==> src/rtl/axi_controller_core.sv <==
// Single-outstanding bridge from a simple core memory request port to an
// AXI4 master port. Each request becomes exactly one single-beat AXI
// transaction, and `ready` reports completion back to the requester.
//
// Request side : read, write[1:0] (00 none/01 byte/10 half/11 word), addr,
//                store (right-aligned), done -> ready, load
// AXI side     : AW/W/B write channels and AR/R read channels, master
//                direction, fixed single-beat INCR transfers
// clk / nrst   : clock and asynchronous active-low reset
module axi_controller_core #(
  parameter int unsigned ID_W   = 4,
  parameter int unsigned ADDR_W = 32,
  parameter int unsigned DATA_W = 32
) (
  input  logic                  clk,
  input  logic                  nrst,
  // request side
  input  logic                  read,
  input  logic [1:0]            write,
  input  logic [ADDR_W-1:0]     addr,
  input  logic [DATA_W-1:0]     store,
  input  logic                  done,
  output logic                  ready,
  output logic [DATA_W-1:0]     load,
  // AXI write address
  output logic [ID_W-1:0]       awid,
  output logic [ADDR_W-1:0]     awaddr,
  output logic [7:0]            awlen,
  output logic [2:0]            awsize,
  output logic [1:0]            awburst,
  output logic [0:0]            awlock,
  output logic [3:0]            awcache,
  output logic [2:0]            awprot,
  output logic [3:0]            awqos,
  output logic                  awvalid,
  input  logic                  awready,
  // AXI write data
  output logic [DATA_W-1:0]     wdata,
  output logic [DATA_W/8-1:0]   wstrb,
  output logic                  wlast,
  output logic                  wvalid,
  input  logic                  wready,
  // AXI write response
  input  logic [ID_W-1:0]       bid,
  input  logic [1:0]            bresp,
  input  logic                  bvalid,
  output logic                  bready,
  // AXI read address
  output logic [ID_W-1:0]       arid,
  output logic [ADDR_W-1:0]     araddr,
  output logic [7:0]            arlen,
  output logic [2:0]            arsize,
  output logic [1:0]            arburst,
  output logic [0:0]            arlock,
  output logic [3:0]            arcache,
  output logic [2:0]            arprot,
  output logic [3:0]            arqos,
  output logic                  arvalid,
  input  logic                  arready,
  // AXI read data
  input  logic [ID_W-1:0]       rid,
  input  logic [DATA_W-1:0]     rdata,
  input  logic [1:0]            rresp,
  input  logic                  rlast,
  input  logic                  rvalid,
  output logic                  rready
);

  localparam int unsigned STRB_W = DATA_W / 8;

  typedef enum logic [2:0] {
    S_IDLE, S_WR, S_WR_RESP, S_RD_ADDR, S_RD_DATA, S_COMPLETE
  } state_e;

  state_e              state_q;
  logic [ADDR_W-1:0]   addr_q;
  logic [DATA_W-1:0]   wdata_q;
  logic [STRB_W-1:0]   wstrb_q;
  logic [DATA_W-1:0]   load_q;
  logic                awvalid_q, wvalid_q, arvalid_q, bready_q, rready_q;

  logic [STRB_W-1:0]   lane_strb;
  logic [DATA_W-1:0]   lane_data;
  logic                aw_done_c, w_done_c;

  // Place right-aligned store data onto the byte lanes selected by addr[1:0]
  always_comb begin
    lane_strb = '1;
    lane_data = store;
    case (write)
      2'b01: begin
        lane_strb = STRB_W'(4'b0001 << addr[1:0]);
        lane_data = DATA_W'(store << {addr[1:0], 3'b000});
      end
      2'b10: begin
        lane_strb = STRB_W'(4'b0011 << addr[1:0]);
        lane_data = DATA_W'(store << {addr[1:0], 3'b000});
      end
      default: ;
    endcase
  end

  // A channel counts as finished once its valid has dropped or is being accepted now
  assign aw_done_c = !awvalid_q || awready;
  assign w_done_c  = !wvalid_q  || wready;

  // Transaction sequencer; request fields are latched only when leaving IDLE
  always_ff @(posedge clk or negedge nrst) begin
    if (!nrst) begin
      state_q   <= S_IDLE;
      addr_q    <= '0;
      wdata_q   <= '0;
      wstrb_q   <= '0;
      load_q    <= '0;
      awvalid_q <= 1'b0;
      wvalid_q  <= 1'b0;
      arvalid_q <= 1'b0;
      bready_q  <= 1'b0;
      rready_q  <= 1'b0;
    end else begin
      case (state_q)
        S_IDLE: begin
          if (read) begin
            addr_q    <= {addr[ADDR_W-1:2], 2'b00};
            arvalid_q <= 1'b1;
            state_q   <= S_RD_ADDR;
          end else if (write != 2'b00) begin
            addr_q    <= {addr[ADDR_W-1:2], 2'b00};
            wdata_q   <= lane_data;
            wstrb_q   <= lane_strb;
            awvalid_q <= 1'b1;
            wvalid_q  <= 1'b1;
            state_q   <= S_WR;
          end
        end
        S_WR: begin
          if (awready) awvalid_q <= 1'b0;
          if (wready)  wvalid_q  <= 1'b0;
          if (aw_done_c && w_done_c) begin
            bready_q <= 1'b1;
            state_q  <= S_WR_RESP;
          end
        end
        S_WR_RESP: begin
          if (bvalid) begin
            bready_q <= 1'b0;
            state_q  <= S_COMPLETE;
          end
        end
        S_RD_ADDR: begin
          if (arready) begin
            arvalid_q <= 1'b0;
            rready_q  <= 1'b1;
            state_q   <= S_RD_DATA;
          end
        end
        S_RD_DATA: begin
          if (rvalid) begin
            rready_q <= 1'b0;
            load_q   <= rdata;
            state_q  <= S_COMPLETE;
          end
        end
        S_COMPLETE: begin
          if (done || (!read && write == 2'b00)) state_q <= S_IDLE;
        end
        default: state_q <= S_IDLE;
      endcase
    end
  end

  assign ready   = (state_q == S_COMPLETE);
  assign load    = load_q;

  assign awid    = '0;
  assign awaddr  = addr_q;
  assign awlen   = 8'd0;
  assign awsize  = 3'b010;
  assign awburst = 2'b01;
  assign awlock  = 1'b0;
  assign awcache = 4'b0011;
  assign awprot  = 3'b000;
  assign awqos   = 4'b0000;
  assign awvalid = awvalid_q;

  assign wdata   = wdata_q;
  assign wstrb   = wstrb_q;
  assign wlast   = 1'b1;
  assign wvalid  = wvalid_q;
  assign bready  = bready_q;

  assign arid    = '0;
  assign araddr  = addr_q;
  assign arlen   = 8'd0;
  assign arsize  = 3'b010;
  assign arburst = 2'b01;
  assign arlock  = 1'b0;
  assign arcache = 4'b0011;
  assign arprot  = 3'b000;
  assign arqos   = 4'b0000;
  assign arvalid = arvalid_q;
  assign rready  = rready_q;

  // Response status and IDs are deliberately not inspected
  logic unused_resp;
  assign unused_resp = ^{bid, bresp, rid, rresp, rlast};

endmodule

==> config.mk <==
export PLATFORM = sky130hd
export DESIGN_NAME = axi_controller_core
export DESIGN_NICKNAME = d
export VERILOG_FILES = /design/src/rtl/axi_controller_core.sv
export SDC_FILE = /design/constraint.sdc
export NUM_CORES = 1
export LEC_CHECK = 0
export ABC_AREA = 1
export BUFFER_PORTS_ARGS = -buffer_cell sky130_fd_sc_hd__buf_2
export CAP_MARGIN = 25
export CORE_ASPECT_RATIO = 1.4
export CORE_MARGIN = 8
export CORE_UTILIZATION = 40
export DETAILED_ROUTE_END_ITERATION = 6
export PLACE_DENSITY = 0.74
export SLEW_MARGIN = 20
export SYNTH_ARGS = -nofsm -noshare
export SYNTH_HDL_FRONTEND = slang
export SYNTH_SLANG_ARGS = --single-unit
==> constraint.sdc <==
create_clock -name clk -period 1.84 [get_ports clk]
set_clock_uncertainty 0.15 [all_clocks]
set_input_delay 0.184 -clock clk [delete_from_list [all_inputs] [get_ports clk]]
set_output_delay 0.184 -clock clk [all_outputs]
set_load 0.02 [all_outputs]
==> flow_metrics.env, run 1 <==
export IMPL_buffer_and_inverter_count_on_the_worst_path=2
export IMPL_final_slew_violations=0
export IMPL_grt_pass1_wl_um=28500
export IMPL_detailed_route_wl_um=18400
export IMPL_multiInputGateArea_um2=2120
export IMPL_filler_cell_count_in_the_final_layout=1239
export IMPL_drt_iter0_drc=353
export IMPL_ys_seq_area_share_pct=48.3
export IMPL_slowest_cell_on_the_critical_path="dfrtp_1"
export IMPL_cp_required_ns=1.97
export IMPL_average_instance_area_after_synthesis_um2=8.71
export IMPL_cpPeakStageDelay_ns=0.45
export IMPL_track_usage_pct=20.2
export IMPL_maxSlewHeadroom_pct=61.4
export IMPL_achievable_frequency_mhz=598
export IMPL_place_area_um2=6500
export IMPL_drc=0
export IMPL_part_of_the_cycle_the_worst_path_needs_pct=91.0
export IMPL_core_rowCount=50
export IMPL_crit_top_cell="nand2_1"
export IMPL_io_pins=317
export IMPL_route_antenna_remaining_nets=0
export IMPL_worst_endpoint_data_arrival_time_ns=1.80
export IMPL_area_delta_synth_final_pct=36.9
export IMPL_crit_path_launch_type="flip-flop"
export IMPL_timing_worst_setup_path_type="flip-flop to flip-flop"
export IMPL_nNetsFinal=1034
export IMPL_share_of_cells_above_drive_strength_1_pct=34.6
export IMPL_max_cap_violations=0
export IMPL_finish_instance_area_um2=7520
export IMPL_worst_setup_slack_for_register_to_register_paths_ns=0.17
export IMPL_cts_inserted_buffers=9
export IMPL_postSynthRegisterBits=106
export IMPL_crit_fanout=31
export IMPL_dieHeight_um=155
export IMPL_vdd_ir_drop_max_mv=0.806
export IMPL_antenna_found_initial=7
export IMPL_cts_sinks=106
export IMPL_grt_remaining_overflow=0
export IMPL_cp_top_family="simple AND/OR/NAND/NOR gates"
export IMPL_dieArea_um2=17800
export IMPL_fin_crit_ns=1.67
export IMPL_hold_path_class="primary input to flip-flop"
export IMPL_syn_area_um2=5500
export IMPL_timing_critical_path_to_type="flip-flop"
export IMPL_cts_h_tree_depth=3
export IMPL_grt_max_degree=55
export IMPL_outcome="complete, no violations"
export IMPL_die_width_um=115
export IMPL_buffer_ports_inserted=240
export IMPL_drtPass1Iterations=4
export IMPL_dr_total_vias=5131
export IMPL_tritoncts="built"
export IMPL_final_setup_tns_ns=0
export IMPL_buffer_type_at_the_clock_tree_root="clkbuf_16"
export IMPL_finalSetupViolations=0
export IMPL_rsz0062_at_grt="no"
export IMPL_instances_no_fill=1104
export IMPL_globalplace_congestion=0.937
export IMPL_max_slew_worst_pin_slew_ns=0.577
export IMPL_ys_types=25
export IMPL_p_per_area_nw_per_um2=1640
export IMPL_clk_path_buf_depth=2
export IMPL_numPlacedInstances=1011
export IMPL_average_vias_per_placed_instance=4.65
export IMPL_core_area_um2=13400
export IMPL_yosys_warnings=0
export IMPL_seq_area_um2=2650
export IMPL_detail_route_wl_per_cell_um=16.7
export IMPL_leakage_nw=4.17
export IMPL_clock_transition_at_path_regs_ns=0.07
export IMPL_clock_latency_ns=0.34
export IMPL_finalHoldViolations=0
export IMPL_initial_utilization_pct=41.0
export IMPL_cells_along_the_critical_path="nor2_4 -> inv_2 -> nor2_4 -> buf_4 -> nand2_1 -> nand2_1 -> nand3_1 -> nand2_1"
export IMPL_placed_wire_length_estimate_um=13800
export IMPL_first_global_vias=5339
export IMPL_post_synth_inst_count=631
## cells in the final DEF (no fill, tap or decap), types with 2 or more instances in the layout
cell type / netlist / final
buf_2: 11 / 239
nand2_1: 185 / 185
dfrtp_1: 106 / 106
dlygate4sd3_1: 0 / 72
conb_1: 2 / 63
nand3_1: 47 / 47
o21ai_0: 35 / 35
nor2_1: 33 / 33
mux2_2: 32 / 32
inv_1: 22 / 22
buf_4: 94 / 15
o22ai_1: 9 / 9
a22oi_1: 9 / 9
clkbuf_16: 0 / 9
a21oi_1: 8 / 8
o21ai_1: 7 / 7
diode_2: 0 / 5
inv_2: 4 / 4
buf_12: 0 / 4
nor2_4: 2 / 2
nand3_2: 2 / 2
clkinv_2: 1 / 2
ha_1: 2 / 2
clkinv_4: 0 / 2
inv_8: 0 / 2
## layer usage
| layer | vias to the layer above | global-route usage (%) | part of all wire, % |
|---|---|---|---|
| met5 | - | 0 | 0.15 |
| met4 | 4 | 8.35 | 3.1 |
| met3 | 34 | 7.56 | 10 |
| met2 | 271 | 35.0 | 50 |
| met1 | 2377 | 21.4 | 37 |
| li1 | 2445 | - | - |
## cells in the mapped netlist (all sizes together)
master	count	area (um2)
a21oi	9	56.3
inv	26	97.6
clkbuf	9	33.8
conb	2	7.51
o21ai	42	210
dfrtp	106	2650
nand3b	1	7.51
ha	2	25.0
a22oi	9	67.6
mux2	32	360
a31oi	1	6.26
nand3	49	255
nand2	185	694
buf	113	813
o22ai	9	56.3
nor2	35	146
clkinv	1	5.00
## repair_timing
item / CTS / global route
hold buffers: 72 / 0
hold endpoints to repair: 177 / 0
setup endpoints to repair: 0 / 17
buffers inserted: 0 / 0
gates resized for setup: 0 / 1
## power by group
group	leakage [nW]	switching, mW	internal (mW)	total, mW
logic	2.72	4.15	2.15	6.29
clock network	0.140	0.938	0.947	1.89
registers	1.31	0.701	3.48	4.18
## final timing paths
| kind | from | to | depth (start not counted) |
|---|---|---|---|
| worst max register to register | state_q[1] | state_q[1] | 8 |
| worst min-delay path | awready | awvalid | 4 |
| worst min register to register | bready | bready | 2 |
| worst max-delay path | state_q[1] | state_q[1] | 8 |
| min in group asynchronous | nrst | load[0] | 2 |
| max in group asynchronous | nrst | wdata[27] | 3 |
## flip-flops by register name (all words and copies together) (netlist names)
name / flops
rready: 1
arvalid: 1
bready: 1
wstrb: 4
state_q: 3
araddr: 30
awvalid: 1
wdata: 32
load: 32
wvalid: 1
## cells by family after synthesis
logic type,share of synthesized area (%)
simple gates,20.1
buf+inv,17.3
flops,48.3
compound gates,7.22
mux,6.56
fa+ha+maj,0.455
other cells,0.137
## worst reg2reg max path, cell delays in order (launching register included)
cell and delay (ns):
dfrtp_1 0.45, nor2_4 0.17, inv_2 0.07, nor2_4 0.11, buf_4 0.32, nand2_1 0.14
nand2_1 0.08, nand3_1 0.07, nand2_1 0.07
## layout make-up
cell class / count / share of cell area [%]
tap: 182 / 3.03
inverter: 27 / 1.36
clock inverter: 7 / 0.815
clock buffer: 9 / 2.99
sequential: 106 / 35.3
antenna: 5 / 0.166
multi-input combinational: 437 / 28.2
timing repair buffer: 331 / 28.2
## metrics by stage
stage	hold WS (ns)	utilization [%]	power [mW]	setup slack, ns
2_1_floorplan	-0.262	-	8.55	0.233
3_3_place_gp	-0.0759	48.6	10.2	0.143
3_5_place_dp	-0.0691	48.6	10.4	0.0794
4_1_cts	0.000676	56.1	12.5	0.0820
5_1_grt	0.0316	56.2	13.2	0.00685
6_report	0.0116	56.2	12.4	0.166
(Power assumes the default switching activity.)
==> run 2, diff against run 1 <==
Settings changed: MAX_ROUTING_LAYER set to met4.
==> flow_metrics.env, run 2 (synthesized netlist as in run 1, its figures left out) <==
export IMPL_first_global_vias=5338
export IMPL_post_cts_repair_setup_buffers=0
export IMPL_grt_remaining_overflow=0
export IMPL_outcome="complete, no violations"
export IMPL_clock_latency_ns=0.34
export IMPL_average_vias_per_placed_instance=4.62
export IMPL_fin_crit_ns=1.67
export IMPL_antenna_found_initial=7
export IMPL_most_frequent_standard_cell_in_the_layout_excluding_fill_and_tap_cells="buf_2"
export IMPL_route_antenna_remaining_nets=0
export IMPL_rsz0062_at_grt="no"
export IMPL_tritoncts="built"
export IMPL_swShare_pct=46.8
export IMPL_cts_inserted_buffers=9
export IMPL_hold_path_class="primary input to flip-flop"
export IMPL_timing_final_ws_setup_ns=0.165
export IMPL_timing_critical_path_to_type="flip-flop"
export IMPL_end_of_flow_core_utilization_pct=56.2
export IMPL_initial_utilization_pct=41.0
export IMPL_nNetsFinal=1034
export IMPL_share_comb_of_total_power_pct=50.9
export IMPL_intPower_mw=6.57
export IMPL_final_slew_violations=0
export IMPL_dr_total_vias=5115
export IMPL_detail_route_wl_per_cell_um=16.6
export IMPL_p_per_area_nw_per_um2=1640
export IMPL_grt_pass1_wl_um=28500
export IMPL_vdd_ir_drop_max_mv=0.812
export IMPL_clock_power_share_pct=15.3
export IMPL_detailed_route_wl_um=18400
export IMPL_drc=0
export IMPL_maxSlewHeadroom_pct=60.2
export IMPL_placement_setup_worst_slack_ns=0.0794
export IMPL_globalplace_congestion=0.953
export IMPL_finalHoldViolations=0
export IMPL_io_pins=317
export IMPL_p_sw_mw=5.79
export IMPL_cts_sinks=106
export IMPL_max_slew_worst_pin_slew_ns=0.595
export IMPL_crit_fanout=31
export IMPL_buffer_ports_inserted=240
export IMPL_core_rowCount=50
export IMPL_power_frac_seq_pct=33.8
export IMPL_cp_required_ns=1.97
export IMPL_buffer_type_at_the_clock_tree_root="clkbuf_16"
export IMPL_die_width_um=115
export IMPL_filler_cell_count_in_the_final_layout=1236
export IMPL_share_of_cells_above_drive_strength_1_pct=34.6
export IMPL_worst_endpoint_data_arrival_time_ns=1.81
export IMPL_achievable_frequency_mhz=597
export IMPL_drt_iter0_drc=318
export IMPL_timing_worst_setup_path_type="flip-flop to flip-flop"
export IMPL_core_area_um2=13400
export IMPL_grt_max_degree=55
export IMPL_leakage_nw=4.17
export IMPL_finalSetupViolations=0
export IMPL_crit_path_launch_type="flip-flop"
export IMPL_max_cap_violations=0
export IMPL_placed_wire_length_estimate_um=13800
export IMPL_cts_h_tree_depth=3
export IMPL_part_of_the_cycle_the_worst_path_needs_pct=91.0
export IMPL_drtPass1Iterations=4
export IMPL_dieHeight_um=155
export IMPL_dieArea_um2=17800
export IMPL_clk_path_buf_depth=2
export IMPL_final_setup_tns_ns=0
export IMPL_track_usage_pct=20.8
export IMPL_clock_transition_at_path_regs_ns=0.08
export IMPL_layout_cells_most_common_list="239 x buf_2, 185 x nand2_1, 106 x dfrtp_1"
export IMPL_area_delta_synth_final_pct=37.0
export IMPL_hold_worst_slack_ns=0.00957
run 2: repair_timing:
action / 4_1_cts / 5_1_grt
hold buffers: 72 / 0
endpoints found under the setup margin: 0 / 17
resized for setup: 0 / 1
hold endpoints to repair: 177 / 0
run 2: area by class of cell:
class                           count  area [um2]  share of cell area, %
Antenna cell                        7        17.5                  0.233
Clock buffer                        9         225                   2.99
Clock inverter                      7        61.3                  0.814
Inverter                           27         103                   1.36
Multi-Input combinational cell    437        2120                   28.2
Sequential cell                   106        2650                   35.2
Tap cell                          182         228                   3.02
Timing Repair Buffer              331        2120                   28.2
run 2: through the flow:
step / std cells / power (mW) / instance area (um2)
4_1_cts: 1099 / 12.5 / 7510
5_1_grt: 1106 / 13.2 / 7530
3_3_place_gp: 1011 / 10.2 / 6500
3_5_place_dp: 1011 / 10.4 / 6500
6_report: 1106 / 12.4 / 7530
2_1_floorplan: 692 / 8.55 / 5720
run 2: power groups by stage:
| stage | clock network (mW) | logic [mW] | registers [mW] |
|---|---|---|---|
| floorplan | 0 | 3.05 | 5.50 |
| global placement | 0 | 6.10 | 4.15 |
| detailed placement | 0 | 6.22 | 4.19 |
| CTS | 1.96 | 6.34 | 4.16 |
| global route | 2.03 | 6.86 | 4.33 |
| finish | 1.89 | 6.29 | 4.18 |
run 2: worst paths after layout:
kind,start,end,slack [ns],cells after the start
setup / recovery,state_q[1],state_q[1],0.17,8
hold / removal,awready,awvalid,0.01,4
setup reg to reg,state_q[1],state_q[1],0.17,8
hold reg to reg,bready,bready,0.32,2
max in group asynchronous,nrst,wdata[27],0.82,3
min in group asynchronous,nrst,load[0],0.12,2
run 2: worst max-delay path, stage by stage, from the launching register on:
cell and delay, ns:
dfrtp_1 0.45, nor2_4 0.17, inv_2 0.06, nor2_4 0.11
buf_4 0.32, nand2_1 0.13, nand2_1 0.08, nand3_1 0.07
nand2_1 0.07
run 2: per-layer routing:
metal / wire, um / part of all wire (%) / vias to the layer above / track usage (%)
met5: 0 / 0 / - / -
met2: 9110 / 50 / 267 / 35.1
met3: 1700 / 9.2 / 29 / 6.12
met4: 565 / 3.1 / 0 / 8.35
met1: 7020 / 38 / 2369 / 22.3
li1: - / - / 2450 / -
==> run 3, diff against run 2 <==
Settings changed: RECOVER_POWER set to 25.
==> flow_metrics.env, run 3 (synthesized netlist as in run 1, its figures left out) <==
export IMPL_io_pins=317
export IMPL_most_frequent_standard_cell_in_the_layout_excluding_fill_and_tap_cells="buf_2"
export IMPL_timing_critical_path_to_type="flip-flop"
export IMPL_cts_inserted_buffers=9
export IMPL_cp_required_ns=1.97
export IMPL_reg_to_reg_critical_path_startpoint="state_q[1]"
export IMPL_rsz0062_at_grt="no"
export IMPL_max_cap_violations=0
export IMPL_nNetsFinal=1034
export IMPL_numPlacedInstances=1011
export IMPL_core_rowCount=50
export IMPL_share_of_cells_above_drive_strength_1_pct=34.6
export IMPL_grt_max_degree=55
export IMPL_max_slew_worst_pin_slew_ns=0.907
export IMPL_finalSetupViolations=0
export IMPL_clk_path_buf_depth=2
export IMPL_final_slew_violations=0
export IMPL_buffer_ports_inserted=240
export IMPL_achievable_frequency_mhz=596
export IMPL_finalHoldViolations=0
export IMPL_first_global_vias=5338
export IMPL_fin_crit_ns=1.68
export IMPL_drt_iter0_drc=313
export IMPL_track_usage_pct=20.8
export IMPL_cts_sinks=106
export IMPL_clock_transition_at_path_regs_ns=0.08
export IMPL_detailed_route_wl_um=18400
export IMPL_area_delta_synth_final_pct=36.4
export IMPL_placed_wire_length_estimate_um=13800
export IMPL_layout_cells_most_common_list="239 x buf_2, 185 x nand2_1, 106 x dfrtp_1"
export IMPL_dieArea_um2=17800
export IMPL_buffer_type_at_the_clock_tree_root="clkbuf_16"
export IMPL_initial_utilization_pct=41.0
export IMPL_holdCritStartpoint="awready"
export IMPL_outcome="complete, no violations"
export IMPL_grt_pass1_wl_um=28500
export IMPL_drtPass1Iterations=4
export IMPL_post_layout_total_power_mw=12.4
export IMPL_dieHeight_um=155
export IMPL_tritoncts="built"
export IMPL_leakage_nw=4.16
export IMPL_maxSlewHeadroom_pct=39.5
export IMPL_clock_latency_ns=0.34
export IMPL_hold_worst_slack_ns=0.00964
export IMPL_grt_remaining_overflow=0
export IMPL_final_setup_tns_ns=0
export IMPL_die_width_um=115
export IMPL_globalplace_congestion=0.953
export IMPL_vdd_ir_drop_max_mv=0.812
export IMPL_timing_critical_path_from="state_q[1]"
export IMPL_dr_total_vias=5115
export IMPL_drc=0
export IMPL_route_antenna_remaining_nets=0
export IMPL_cts_h_tree_depth=3
export IMPL_crit_path_launch_type="flip-flop"
export IMPL_p_per_area_nw_per_um2=1650
export IMPL_hold_path_class="primary input to flip-flop"
export IMPL_crit_fanout=31
export IMPL_filler_cell_count_in_the_final_layout=1241
export IMPL_instances_no_fill=1106
export IMPL_detail_route_wl_per_cell_um=16.6
export IMPL_timing_worst_setup_path_type="flip-flop to flip-flop"
export IMPL_average_vias_per_placed_instance=4.62
export IMPL_part_of_the_cycle_the_worst_path_needs_pct=91.2
export IMPL_worst_endpoint_data_arrival_time_ns=1.81
export IMPL_antenna_found_initial=7
export IMPL_core_area_um2=13400
-- run 3: cell count changes in the layout (fill, tap and decap cells not counted), sizes merged --
cell / change
buf: -3
clkbuf: +3
-- run 3: final timing paths --
path | depth (start not counted) | slack, ns | to
hold / removal | 4 | 0.01 | awvalid
max in group asynchronous | 3 | 0.30 | state_q[2]
setup / recovery | 8 | 0.16 | state_q[1]
hold reg to reg | 2 | 0.32 | bready
setup reg to reg | 8 | 0.16 | state_q[1]
min in group asynchronous | 2 | 0.11 | load[0]
-- run 3: layer usage --
layer | track usage [%] | part of all wire [%]
met1 | 22.3 | 38
met2 | 35.1 | 50
met3 | 6.12 | 9.4
met4 | 8.35 | 3.1
met5 | - | 0
-- run 3: through the flow --
step | setup WS (ns) | utilization, % | cell area [um2]
CTS | 0.0820 | 56.1 | 7510
floorplan | 0.233 | - | 5720
global placement | 0.143 | 48.6 | 6500
detailed placement | 0.0794 | 48.6 | 6500
global route | 0.00685 | 56.0 | 7500
finish | 0.161 | 56.0 | 7500
-- run 3: area by class of cell --
cell class / count / area (um2) / share of cell area (%)
clock buffer: 9 / 225 / 3.00
antenna: 7 / 17.5 / 0.234
sequential: 106 / 2650 / 35.4
tap: 182 / 228 / 3.04
timing repair buffer: 331 / 2090 / 27.9
clock inverter: 7 / 61.3 / 0.818
inverter: 27 / 103 / 1.37
multi-input combinational: 437 / 2120 / 28.3
-- run 3: report_power, final --
group	total (mW)	leakage (nW)	switching (mW)	internal, mW
clock	1.89	0.140	0.942	0.947
sequential	4.18	1.31	0.703	3.48
combinational	6.28	2.71	4.14	2.14
-- run 3: worst max-delay path: stages, from the launching register on --
cell     delay, ns
dfrtp_1       0.45
nor2_4        0.17
inv_2         0.06
nor2_4        0.11
buf_4         0.33
nand2_1       0.13
nand2_1       0.08
nand3_1       0.07
nand2_1       0.07
-- run 3: what timing repair did --
item	4_1_cts	5_1_grt
endpoints found under the setup margin	0	17
hold endpoints to repair	177	0
hold buffers	72	0
buffers inserted	0	0
gates resized for setup	0	1
